## src/rtl/cpu_instr_sequencer.sv

```systemverilog
// Instruction sequencer for the lab CPU: stores a small program and feeds it to
// the CPU one word at a time over the in/load/s/w handshake, capturing each result.
module cpu_instr_sequencer #(
  parameter int AW      = 4,
  parameter int TIMEOUT = 64
) (
  input  logic          clk,
  input  logic          reset,
  input  logic          prog_we,
  input  logic [AW-1:0] prog_addr,
  input  logic [15:0]   prog_data,
  input  logic          go,
  input  logic [AW:0]   n_instr,
  output logic [15:0]   cpu_in,
  output logic          cpu_load,
  output logic          cpu_s,
  input  logic          cpu_w,
  input  logic [15:0]   cpu_out,
  input  logic          cpu_N,
  input  logic          cpu_V,
  input  logic          cpu_Z,
  output logic          res_valid,
  output logic [AW-1:0] res_idx,
  output logic [15:0]   res_out,
  output logic [2:0]    res_nzv,
  output logic          busy,
  output logic          done,
  output logic          err,
  output logic [2:0]    dbg_state
);

  // CPU handshake: cpu_in is held and cpu_load pulses for one cycle; once cpu_w
  // is high, cpu_s is raised and held until cpu_w is seen low (CPU accepted);
  // the next rising cpu_w marks the result on cpu_out/N/V/Z as valid.
  localparam int CW = $clog2(TIMEOUT + 1);
  localparam logic [AW:0]   MAX_N  = {1'b1, {AW{1'b0}}};
  localparam logic [CW-1:0] TO_LIM = CW'(TIMEOUT);

  typedef enum logic [2:0] {
    S_IDLE, S_LOAD, S_ARM, S_START, S_RUN, S_COMPLETE, S_FIN, S_ERR
  } state_t;

  logic [15:0] mem [2**AW];

  state_t        state_q, state_d;
  logic [AW:0]   pc_q, pc_d;
  logic [AW:0]   n_q, n_d;
  logic [CW-1:0] cnt_q, cnt_d;
  logic [15:0]   cpu_in_q, cpu_in_d;
  logic          cpu_load_q, cpu_load_d;
  logic          cpu_s_q, cpu_s_d;
  logic          res_valid_q, res_valid_d;
  logic [AW-1:0] res_idx_q, res_idx_d;
  logic [15:0]   res_out_q, res_out_d;
  logic [2:0]    res_nzv_q, res_nzv_d;
  logic          busy_q, busy_d;
  logic          done_q, done_d;
  logic          err_q, err_d;
  logic          wr_en, timed_out, waiting;

  assign wr_en     = (state_q == S_IDLE) && prog_we;
  assign timed_out = (cnt_q == TO_LIM);
  assign waiting   = (state_q == S_ARM) || (state_q == S_START) || (state_q == S_RUN);

  always_comb begin
    state_d     = state_q;
    pc_d        = pc_q;
    n_d         = n_q;
    cpu_in_d    = cpu_in_q;
    res_valid_d = 1'b0;
    res_idx_d   = res_idx_q;
    res_out_d   = res_out_q;
    res_nzv_d   = res_nzv_q;
    busy_d      = busy_q;
    done_d      = 1'b0;
    err_d       = err_q;

    case (state_q)
      S_IDLE: begin
        if (go) begin
          n_d     = (n_instr > MAX_N) ? MAX_N : n_instr;
          err_d   = 1'b0;
          pc_d    = '0;
          busy_d  = 1'b1;
          state_d = (n_d == '0) ? S_FIN : S_LOAD;
        end
      end
      S_LOAD: state_d = S_ARM;
      S_ARM: begin
        if (cpu_w)          state_d = S_START;
        else if (timed_out) state_d = S_ERR;
      end
      S_START: begin
        if (!cpu_w)         state_d = S_RUN;
        else if (timed_out) state_d = S_ERR;
      end
      S_RUN: begin
        if (cpu_w) begin
          res_valid_d = 1'b1;
          res_idx_d   = pc_q[AW-1:0];
          res_out_d   = cpu_out;
          res_nzv_d   = {cpu_N, cpu_V, cpu_Z};
          pc_d        = pc_q + (AW+1)'(1);
          state_d     = S_COMPLETE;
        end else if (timed_out) begin
          state_d = S_ERR;
        end
      end
      S_COMPLETE: state_d = (pc_q == n_q) ? S_FIN : S_LOAD;
      S_FIN: begin
        done_d  = 1'b1;
        busy_d  = 1'b0;
        state_d = S_IDLE;
      end
      S_ERR:   state_d = S_IDLE;
      default: state_d = S_IDLE;
    endcase

    if (state_d == S_ERR) begin
      err_d  = 1'b1;
      busy_d = 1'b0;
    end

    // A write in the same cycle as go must reach the CPU, so bypass the array.
    if (state_d == S_LOAD)
      cpu_in_d = (wr_en && (prog_addr == pc_d[AW-1:0])) ? prog_data : mem[pc_d[AW-1:0]];

    cpu_load_d = (state_d == S_LOAD);
    cpu_s_d    = (state_d == S_START);

    if (state_d != state_q)             cnt_d = '0;
    else if (waiting && !timed_out)     cnt_d = cnt_q + CW'(1);
    else                                cnt_d = cnt_q;
  end

  always_ff @(posedge clk) begin
    if (wr_en) mem[prog_addr] <= prog_data;
  end

  always_ff @(posedge clk) begin
    if (reset) begin
      state_q     <= S_IDLE;
      pc_q        <= '0;
      n_q         <= '0;
      cnt_q       <= '0;
      cpu_in_q    <= '0;
      cpu_load_q  <= 1'b0;
      cpu_s_q     <= 1'b0;
      res_valid_q <= 1'b0;
      res_idx_q   <= '0;
      res_out_q   <= '0;
      res_nzv_q   <= '0;
      busy_q      <= 1'b0;
      done_q      <= 1'b0;
      err_q       <= 1'b0;
    end else begin
      state_q     <= state_d;
      pc_q        <= pc_d;
      n_q         <= n_d;
      cnt_q       <= cnt_d;
      cpu_in_q    <= cpu_in_d;
      cpu_load_q  <= cpu_load_d;
      cpu_s_q     <= cpu_s_d;
      res_valid_q <= res_valid_d;
      res_idx_q   <= res_idx_d;
      res_out_q   <= res_out_d;
      res_nzv_q   <= res_nzv_d;
      busy_q      <= busy_d;
      done_q      <= done_d;
      err_q       <= err_d;
    end
  end

  assign cpu_in    = cpu_in_q;
  assign cpu_load  = cpu_load_q;
  assign cpu_s     = cpu_s_q;
  assign res_valid = res_valid_q;
  assign res_idx   = res_idx_q;
  assign res_out   = res_out_q;
  assign res_nzv   = res_nzv_q;
  assign busy      = busy_q;
  assign done      = done_q;
  assign err       = err_q;
  assign dbg_state = state_q;

endmodule
```

## config.mk

```make
export PLATFORM = sky130hd
export DESIGN_NAME = cpu_instr_sequencer
export DESIGN_NICKNAME = d
export VERILOG_FILES = /design/src/rtl/cpu_instr_sequencer.sv
export SDC_FILE = /design/constraint.sdc
export NUM_CORES = 1
export LEC_CHECK = 0
export CORE_MARGIN = 4
export CORE_UTILIZATION = 60
export CTS_CLUSTER_DIAMETER = 150
export DETAILED_ROUTE_END_ITERATION = 16
export PLACE_DENSITY_LB_ADDON = 0.08
export SYNTH_ARGS = -nofsm -noshare
export SYNTH_HDL_FRONTEND = slang
export SYNTH_SLANG_ARGS = --single-unit
```

## constraint.sdc

```tcl
create_clock -name clk -period 9.05 [get_ports clk]
set_input_delay 1.81 -clock clk [delete_from_list [all_inputs] [get_ports clk]]
set_output_delay 1.81 -clock clk [all_outputs]
set_load 0.02 [all_outputs]
```

Word-level counts from Yosys, hierarchy flattened --
Memory sizes are Yosys's and may differ from the RTL's. A register that Yosys moved wholly into a read port is not among the register bits. Cells that the tools add are included.
Operators by class: reductions and logical operators 20, equal/unequal tests 15, bitwise operators 1, muxes and demuxes 21, add/sub/neg operators 2, magnitude comparators 1
Operators with widths (number):
- 3-bit 2-to-1 mux | 7
- 3-bit one-hot mux with 7 select lines | 1
- 3-bit == test (second input constant) | 5
- 5-bit 2-to-1 mux | 3
- 5-bit one-hot mux with 2 select lines | 1
- 3-bit by 2-bit == test with 1-bit output (second input constant) | 3
- 1-bit 2-to-1 mux | 8
- 2-bit AND reduction | 4
- 2-bit nonzero test | 4
- 2-bit OR reduction | 4
- 7-bit by 1-bit adder with 7-bit output (second input constant) | 1
- 7-bit == test (second input constant) | 1
- 3-bit by 1-bit == test with 1-bit output (second input constant) | 2
- 5-bit by 1-bit adder with 5-bit output (second input constant) | 1
- 5-bit == test | 1
- 5-bit greater-than comparator (second input constant) | 1
- 5-bit logical NOT | 1
- 2-bit != test (second input constant) | 2
- 3-bit logical NOT | 1
- 3-bit != test | 1
- 3-bit AND reduction | 1
- 1-bit logical AND | 2
- 1-bit logical OR | 2
- 1-bit one-hot mux with 2 select lines | 1
- 2 further kinds | 2
Storage, ports and cells: logic and storage cells 75, register bits after elaboration 49, bits of input ports 49, memories kept 1, RAM bits 256, output and inout port bits 48
Memory list:
- mem | words 16, width 16, read ports 1, clocked after Yosys merged registers in 1, write ports 1, line 43 | logic [15:0] mem [2**AW];

Longest topological paths before layout --
word-level depth 9, depth in mapped cells 12, gate-level depth less buffers 9

Worst setup path before layout --
Ideal clock, no wire load.
kind input to register, from in prog_we, to mem mem[0][0], enable pin, library setup time 409 ps, stages 4, slack 4883 ps, required time 8641 ps, path buffers 1, arrival time 3758 ps, cells stage by stage and3_1 > clkbuf_1 > or3b_2 > nor3_1
Between the ends: word-level cells in the longest chain between the ends 3
Ends and longest elaborated chain:
- from (decl) | line 9 | input logic prog_we,
- 1-bit logical AND | line 61 | assign wr_en = (state_q == S_IDLE) && prog_we;
- 1-bit 2-to-1 mux | line 137 | if (wr_en) mem[prog_addr] <= prog_data;
- 1-bit 2-to-1 mux (not written as such) | line 137
- to (decl) | line 43
Every way passes these cells.

Worst setup path in the final report --
from in cpu_w, to reg cpu_in_q[1] (netlist: cpu_in[1]) (read register of mem)
Between the ends: word-level cells in the longest chain between the ends 3, elaborated cells between the ends (all ways) 7, those cells by class 1 x eq/ne; 6 x mux
Ends and longest elaborated chain:
- from (decl) | line 17 | input logic cpu_w,
- 3-bit 2-to-1 mux (on tied branches) | line 98, 90, 94
- 3-bit one-hot mux with 7 select lines | line 78 | case (state_q)
- 3-bit by 1-bit == test with 1-bit output | line 125 | if (state_d == S_LOAD)
- to (decl) | line 49 | logic [15:0] cpu_in_q, cpu_in_d;
Parallel ways exist; a longest one is shown, timed or not. The select of a mux whose other input is x is not followed. A chain may end at the register's enable or synchronous reset.

==> results.yml <==
routing:
  wirelength_um: 32520
  drc: 0
  post_drt_wl_per_cell_um: 23.86
  postRouteAntennaNets: 0
  firstDrtPassIters: 5
  drtIter0Drc: 849
  num_vias: 8690
  via_per_inst: 6.376
power:
  fin_total_pwr_mw: 3.174
  clock_power_share_pct: 42.0
  combPwrFrac_pct: 6.4
  vdd_drop_max_mv: 0.1782
  p_leak_nw: 4.754
  internal-power_mw: 2.490
  p_seq_share_pct: 51.6
  switching_share_pct: 21.55
  cellPowerDensity_nw_per_um2: 209.3
  p_switching_mw: 0.6840
synth:
  netlist.top_cell.by_area: "edfxtp_1"
  avgSynthCellArea_sq_um: 13.09
  synth_edf_count: 256
  seq_area_frac_synth_pct: 69.81
  synthTopCellsByArea: "edfxtp_1, dfxtp_1, a21oi_1"
  yosysUniqueCellTypes: 57
  synth_top_area_share_pct: 59.70
  syn-cell-area_sq_um: 12880
  ys.flop_type: "edfxtp_1"
  synth-adder-area-share_pct: 0.3693
  postSynth.asyncResetShare_pct: 0
  synth_compound_area_share_pct: 12.14
  synth-simple-area-share_pct: 11.18
  synth_mux_area_share_pct: 2.740
  yosys_warnings: 0
  synth_nets: 1036
  synth_xor_area_share_pct: 1.020
  synth_top_family_by_area: "compound AO/OA/AOI/OAI gates"
  netlist_instances: 984
  synth_seq_cells: 321
cts:
  clock-sinks: 321
  htree_levels: 1
  ctsResizeCount: 0
  cts_buffer_depth: 3
  post_cts_buffers: 0
  numCtsBuffers: 31
  cts_tree: "yes"
  clkLatencyLatePin_ns: 0.58
  cts_hold_buf: 0
  root_buffer: "clkbuf_16"
  clkTransAtPathRegs_ns: 0.06
grt:
  antenna_found_initial: 2
  first_global_vias: 8146
  grtUsageTotal_pct: 26.61
  grt_max_degree: 98
  grt.overflow.total: 0
  grt_pass1_wl_um: 48500
placed_design:
  io_buffers: 96
  dp_hpwl_um: 17850
  place_congestion: 0.7985
  dpl_cell_area_sq_um: 14110
critical_path:
  end_kind: "register"
  worstPathMaxFanout: 78
  path_buf_inv: 2
  required_ns: 9.48
  max_stage_delay_ns: 0.83
  rrSetupSlack_ns: 5.00
  crit_type: "in -> reg"
  critical-path-top-delay-family: "simple AND/OR/NAND/NOR gates"
  cp.arrival_ns: 5.77
  slowest_stage: "or4bb_1"
  critPathLaunchType: "input port"
  crit_chain: "clkdlybuf4s50_1 > or4bb_1 > nand3_1 > nand2_4 > buf_4 > mux2i_1 > a221oi_1 > nor4_1 > o211ai_2"
die:
  die_h_um: 154.5
  die_x_um: 154.5
  start_util_pct: 61.06
  ios: 97
  core_area_sq_um: 21090
  die_area_sq_um: 23870
  rows: 53
flow_run:
  maxCapViolCount: 0
sta:
  rsz0062_at_grt: "false"
  setup-violations-final: 0
  hold_violations: 0
  clock.fmax_ghz: 0.1872
  tns_ns: 0
  final.setup_skew_ns: 0.01948
  relSlewSlack_pct: 19.48
  tightest_slew_ns: 1.208
  slew_viol_final: 0
  fin_crit_sh_pct: 59.03
  period_needed_ns: 5.342
outcome:
  outcome: "completed"
final_layout:
  drive_gt1_share_pct: 10.11
  final_core_utilization_pct: 71.93
  design_area_sq_um: 15170
  final_nets: 1115
  area_growth_pct: 17.80
  n_antenna_cell: 0
worst_hold_path:
  hold_class: "reg -> reg"
-- layer usage --
metal  global-route usage (%)  vias up  share of wire [%]
li1                         -     3898                  -
met1                    36.40     4230                 40
met2                    42.66      469                 46
met3                    5.456       91                9.4
met4                    9.966        2                3.8
met5                        0        -              0.037
-- final cells by class --
cell class              count  area (sq um)
clock buffers              41         833.3
clock inverters            17         225.2
fillers                  1405          5919
inverters                   6         22.52
multi-input cells         583          3618
flip-flops and latches    321          8989
well taps                 275         344.1
repair buffers            120          1136
-- tightest hold or removal path, delay by kind of cell (launching register included) --
family / cells / cell delay [ns]
AND/OR/NAND/NOR: 1 / 0.05
AO/OA/AOI/OAI: 1 / 0.05
flip-flops: 1 / 0.31
-- worst paths after layout --
path	cells after the start	endpoint	from
worst min register to register	2	res_out[10]	res_out[10]
worst max register to register	8	cpu_in[1]	dbg_state[1]
worst min-delay path	2	res_out[10]	res_out[10]
worst max-delay path	9	cpu_in[1]	cpu_w
-- synthesized netlist by cell type (2+ instances only) --
cell type,n
inv_1,6
xor2_1,9
buf_2,18
edfxtp_1,256
nor2b_1,5
nand4_1,2
o211ai_2,7
or2_1,2
buf_6,3
nor2_1,34
nor4_1,18
clkbuf_1,46
dfxtp_1,65
nor4bb_1,2
a221oi_1,64
o211ai_1,10
ha_1,3
a21oi_1,134
nand2b_1,8
o21ai_0,4
buf_4,2
nand3_1,24
a211o_1,2
buf_1,5
nand2_1,157
xnor2_1,6
mux2i_1,33
nor3_1,7
nand3b_1,6
or3b_1,16
or4b_1,2
mux2_2,2
a22oi_2,2
-- power by group through the flow --
stage | clock network [mW] | registers [mW] | logic (mW)
6_report | 1.33 | 1.64 | 0.202
2_1_floorplan | 0 | 1.68 | 0.0910
4_1_cts | 1.34 | 1.64 | 0.201
5_1_grt | 1.41 | 1.64 | 0.215
3_5_place_dp | 0 | 1.67 | 0.200
3_3_place_gp | 0 | 1.67 | 0.198
-- logic make-up after synthesis --
group | count (synthesis)
buf+inv | 80
mux | 35
xor+xnor | 15
flops | 321
compound gates | 232
simple gates | 297
fa+ha+maj | 4
-- through the flow --
step / setup slack, ns / hold slack [ns] / cells
2_1_floorplan: 4.883 / 0.4434 / 984
3_3_place_gp: 3.194 / 0.4419 / 1305
3_5_place_dp: 3.101 / 0.4461 / 1305
4_1_cts: 3.673 / 0.4541 / 1363
5_1_grt: 3.360 / 0.4745 / 1363
6_report: 3.708 / 0.4537 / 1363
-- cells in the final DEF, fill, tap and decap left out, types with 7 or more instances in the layout --
cell / count
nand2_1: 156
o211ai_1: 10
o211ai_2: 7
or3b_1: 16
nor2_1: 22
mux2i_1: 33
buf_4: 24
xor2_1: 9
nand3_1: 24
clkbuf_1: 8
clkdlybuf4s50_1: 95
nor2_2: 12
clkbuf_16: 31
dfxtp_1: 65
a21oi_1: 134
a221oi_1: 64
edfxtp_1: 256
nor4_1: 18
nand2b_1: 8
-- flip-flops by register name (all words and copies together), names as in the netlist, 3 cells and up --
| signal | count |
|---|---|
| cnt_q | 7 |
| cpu_in | 16 |
| dbg_state | 3 |
| mem | 256 |
| n_q | 5 |
| pc_q | 5 |
| res_idx | 4 |
| res_nzv | 3 |
| res_out | 16 |
Power figures use the tool's default switching activity.
==> variant 1 (same flow settings) <==
Make the reset (`reset`) asynchronous in one clocked block.
--- a/src/rtl/cpu_instr_sequencer.sv
+++ b/src/rtl/cpu_instr_sequencer.sv
@@ -139,3 +139,3 @@
 
-  always_ff @(posedge clk) begin
+  always_ff @(posedge clk or posedge reset) begin
     if (reset) begin
Check against the original RTL: differs if reset is asserted again (counterexample within 4 cycles, from zero or initial values and one cycle with reset high); with reset held inactive, the same outputs for 10 cycles.
==> variant 1 against the unedited design <==
- core utilization grew 0.66 points
- highest routed layer unchanged
- synthesized area up 5.2%
- die area up 4.9%
- critical path depth increased by 1
- worst setup slack improved by 0.25 ns
- non-clock buffer count grew 9
- synthesized cell count up 1.6%
- design area grew 5.4%
- routed wire length is 14% higher
- sequential cell count is the same
Power is not compared: it rests on default switching activity, and its combinational part moved more than twofold at a synthesized area within 25%.
==> variant 1: results (changes against the unedited design) <==
number of global-route vias before repair 9127 (+12%); GRT met2 Usage 43.98% (+1.3 points); Wirelength per Cell 26.91 um (+13%); met3 Track Usage GR 7.053% (+1.6 points); DR iter-0 viols 1336 (+57%); FILL cells 1446 (+2.9%); all-layer global routing usage 29.30% (+2.7 points); Mapped Cells 1000 (+1.6%); CTS Buf Count 34 (+9.7%); metal3 WL 4504 um (+47%); CP Capture Point cpu_in[0]$_DFFE_PP0P_; reg2reg end cpu_in[0]$_DFFE_PP0P_; CP Max Fanout 39 (-50%); total number of vias 9694 (+12%); critical path arrival 5.49 ns (-0.28 ns); Reg2Reg Depth 10 (+2); CTS H-tree lvls 2 (+1); WL met1 14810 um (+13%); period utilisation layout 56.28% (-2.8 points); clock skew 0.01110 ns (-0.008385 ns); final hold slack 0.4786 ns (+0.02491 ns); hold wc startpoint res_idx[1]$_DFFE_PP0P_; Worst Hold Endpoint res_idx[1]$_DFFE_PP0P_; Met2 Wirelength 16670 um (+10%); Area Overhead vs Synth 18.07%; placed standard-cell area 14800 sq um (+4.9%); post-route non-filler standard cell count 1376 (+0.95%); top area cells in the synthesized netlist edfxtp_1 57%, dfrtp_1 12%, a32oi_1 8.3%, o21ai_0 4.8%, nand3_1 2.6%; status finished, final reports clean; first-pass GRT wire length 55100 um (+14%); DP Cell Count 1315 (+0.77%); detailed placer's ending HPWL 20340 um (+14%); proportion of layout cells with a drive suffix above 1 12.68% (+2.6 points); Rel. slew slack 16.96% (-2.5 points); # rows 54 (+1.9%); RD Place Congestion 0.8090 (+1.3%); pre-CTS setup slack 3.481 ns (+0.3800 ns); pin count of the biggest net entering global routing 102 (+4.1%); syn nets 1052 (+1.5%); Initial DRT Pass Iterations 6 (+1); Largest Register mem
[variant 1: cell count changes in the layout (fill, tap and decap cells not counted), moves of 31 or more]
cell / unedited run / this run
o21ai_0: 4 / 128
a21oi_1: 134 / 22
nand3_1: 24 / 69
a32oi_1: 0 / 128
dfrtp_1: 0 / 65
a221oi_1: 64 / 0
a22oi_1: 1 / 32
nand2_1: 156 / 33
dfxtp_1: 65 / 0
[variant 1: worst max-delay path: stages]
cell and delay, ns:
clkdlybuf4s50_1 0.58, nand3_2 0.20, inv_2 0.23, nand2_2 0.57, and2_2 0.70, buf_4 0.56
a32oi_1 0.17, a22oi_1 0.23, a21oi_1 0.11, a221o_1 0.28
[variant 1: kinds of logic after synthesis]
| kind of cell | synth area share (%) |
|---|---|
| muxes | 1.913 |
| AOI/OAI and AO/OA | 18.46 |
| and+or+nand+nor | 6.459 |
| adders and majority gates | 0.2772 |
| buffers and inverters | 3.335 |
| DFF | 68.78 |
| xor gates and xnor gates | 0.7761 |
[variant 1: power by group through the flow]
stage | Clock [mW] | Combinational, mW | Sequential, mW
2_1_floorplan | 0 | 0.757 | 1.92
3_3_place_gp | 0 | 1.26 | 1.86
3_5_place_dp | 0 | 1.29 | 1.87
4_1_cts | 1.47 | 1.29 | 1.84
5_1_grt | 1.54 | 1.41 | 1.85
6_report | 1.46 | 1.31 | 1.84
[variant 1: layout make-up]
class | instances | area share (%)
Clock buffer | 43 | 5.924
Multi-Input combinational cell | 571 | 24.26
Sequential cell | 321 | 58.25
Timing Repair Buffer | 129 | 7.559
Tap cell | 280 | 2.191
Inverter | 14 | 0.3287
Clock inverter | 18 | 1.487
==> variant 2 (config.mk and constraints unchanged) <==
Without the edit above. Change the parameter `TIMEOUT` from 64 to 32.
--- a/src/rtl/cpu_instr_sequencer.sv
+++ b/src/rtl/cpu_instr_sequencer.sv
@@ -4,3 +4,3 @@
   parameter int AW      = 4,
-  parameter int TIMEOUT = 64
+  parameter int TIMEOUT = 32
 ) (
Behaviour: same outputs for any inputs over 4 cycles, from zero or initial values and one cycle with reset high; that may be too few to reach the edited logic, so the function may still have changed.
==> variant 2 against the unedited design <==
- clock skew fell by 0.0092 ns
- via count fell by 6.5%
- sequential cell count fell by 1
- synthesized area rose by 1.5%
- power fell by 4.1%
- worst setup slack improved by 0.17 ns
- routed wire length fell by 10%
- combinational power rose by 2%
- cell count fell by 5.4%
- hold slack got worse by 0.0011 ns
- register-to-register slack improved by 0.04 ns
- design area rose by 0.74%
- highest routed layer is now met4
==> variant 2: results (changes against the unedited design) <==
Worst R2R Setup Slack 5.04 ns (+0.04 ns); Worst VDD drop 155.0 uV (-13%); DP Cell Count 1233 (-5.5%); proportion of layout cells with a drive suffix above 1 15.47% (+5.4 points); hold wc startpoint err$_SDFFE_PP0P_; status finished, final reports clean; most frequent cells after synthesis 256 x edfxtp_1, 84 x nand3_1, 64 x dfxtp_1, 62 x nand2_1, 46 x nor2_1; DR vias/cell 6.298 (-1.2%); initial antenna violation count 0 (-2); total number of vias 8125 (-6.5%); clock skew 0.01029 ns (-0.009191 ns); pin count of the biggest net entering global routing 75 (-23%); metal3 WL 2334 um (-24%); Met2 Wirelength 14300 um (-5.4%); number of global-route vias before repair 8251 (+1.3%); final WL 29180 um (-10%); nets 1043 (-6.5%); detailed placer's ending HPWL 18180 um (+1.9%); worst-skew pair later-pin latency 0.56 ns (-0.02 ns); CP Max Fanout 25 (-68%); WL met1 11890 um (-9.1%); top area cells in the synthesized netlist edfxtp_1 59%, dfxtp_1 9.8%, mux4_2 5.5%, nand3_1 3.2%, mux2_2 2.7%; DR iter-0 viols 764 (-10%); synth unique cells 56 (-1.8%); critical path arrival 5.61 ns (-0.16 ns); reg2reg end cpu_in[4]$_SDFFE_PP0P_; Rel. slew slack 26.11% (+6.6 points); syn nets 952 (-8.1%); Reg-to-Reg Start dbg_state[2]$_SDFF_PP0_; Static Leak 5.090 nW (+7.1%); Reg2Reg Depth 7 (-1)
==> variant 2: how the worst max path moves through the flow <==
stage / slack [ns] / end / cells past startpoint
3_5_place_dp: 3.39 / cpu_in[4]$_SDFFE_PP0P_ / 8
2_1_floorplan: 5.17 / cpu_in[0]$_SDFFE_PP0P_ / 9
6_report: 3.88 / cpu_in[4]$_SDFFE_PP0P_ / 8
4_1_cts: 3.95 / cpu_in[4]$_SDFFE_PP0P_ / 8
3_3_place_gp: 3.49 / cpu_in[4]$_SDFFE_PP0P_ / 8
5_1_grt: 3.55 / cpu_in[15]$_SDFFE_PP0P_ / 8
==> variant 2: worst max-delay path, stage by stage <==
cell	delay, ns
clkdlybuf4s50_1	0.75
nand4bb_1	0.85
o21ai_0	0.43
mux2_2	0.21
o211ai_1	0.14
nor3_4	0.56
nor2_1	0.40
a311o_1	0.45
==> variant 2: layout make-up <==
| type | instances | area (sq um) |
|---|---|---|
| clock inverters | 20 | 146.4 |
| inverters | 7 | 26.28 |
| clock buffers | 37 | 798.3 |
| flip-flops and latches | 320 | 8969 |
| repair buffers | 123 | 1159 |
| well taps | 275 | 344.1 |
| multi-input cells | 508 | 3839 |
| fillers | 1388 | 5939 |
==> variant 2: cell families after synthesis <==
logic type      share of synthesized area, %
fa+ha+maj                             0.3637
flops                                  68.60
mux                                    8.412
compound gates                         8.278
simple gates                           10.84
xor+xnor                              0.8709
buf+inv                                2.632
==> variant 2: stage by stage <==
step                hold slack, ns  cell area (sq um)  setup slack [ns]
global route                0.4858              15280             3.554
detailed placement          0.4494              14340             3.391
finish                      0.4526              15280             3.878
CTS                         0.4579              15280             3.950
floorplan                   0.4481              13070             5.169
global placement            0.4417              14340             3.492
==> variant 2: metal layers <==
| metal | up-vias | global-route usage [%] |
|---|---|---|
| li1 | 3688 | - |
| met3 | 55 | 3.745 |
| met4 | 0 | 6.419 |
| met2 | 368 | 40.31 |
| met1 | 4014 | 33.20 |
| met5 | - | 0 |
==> variant 2: where the power goes <==
part           leakage, nW  switching (mW)  internal (mW)
clock network        0.464           0.518          0.682
logic                 1.80           0.122         0.0846
registers             2.83          0.0193           1.62
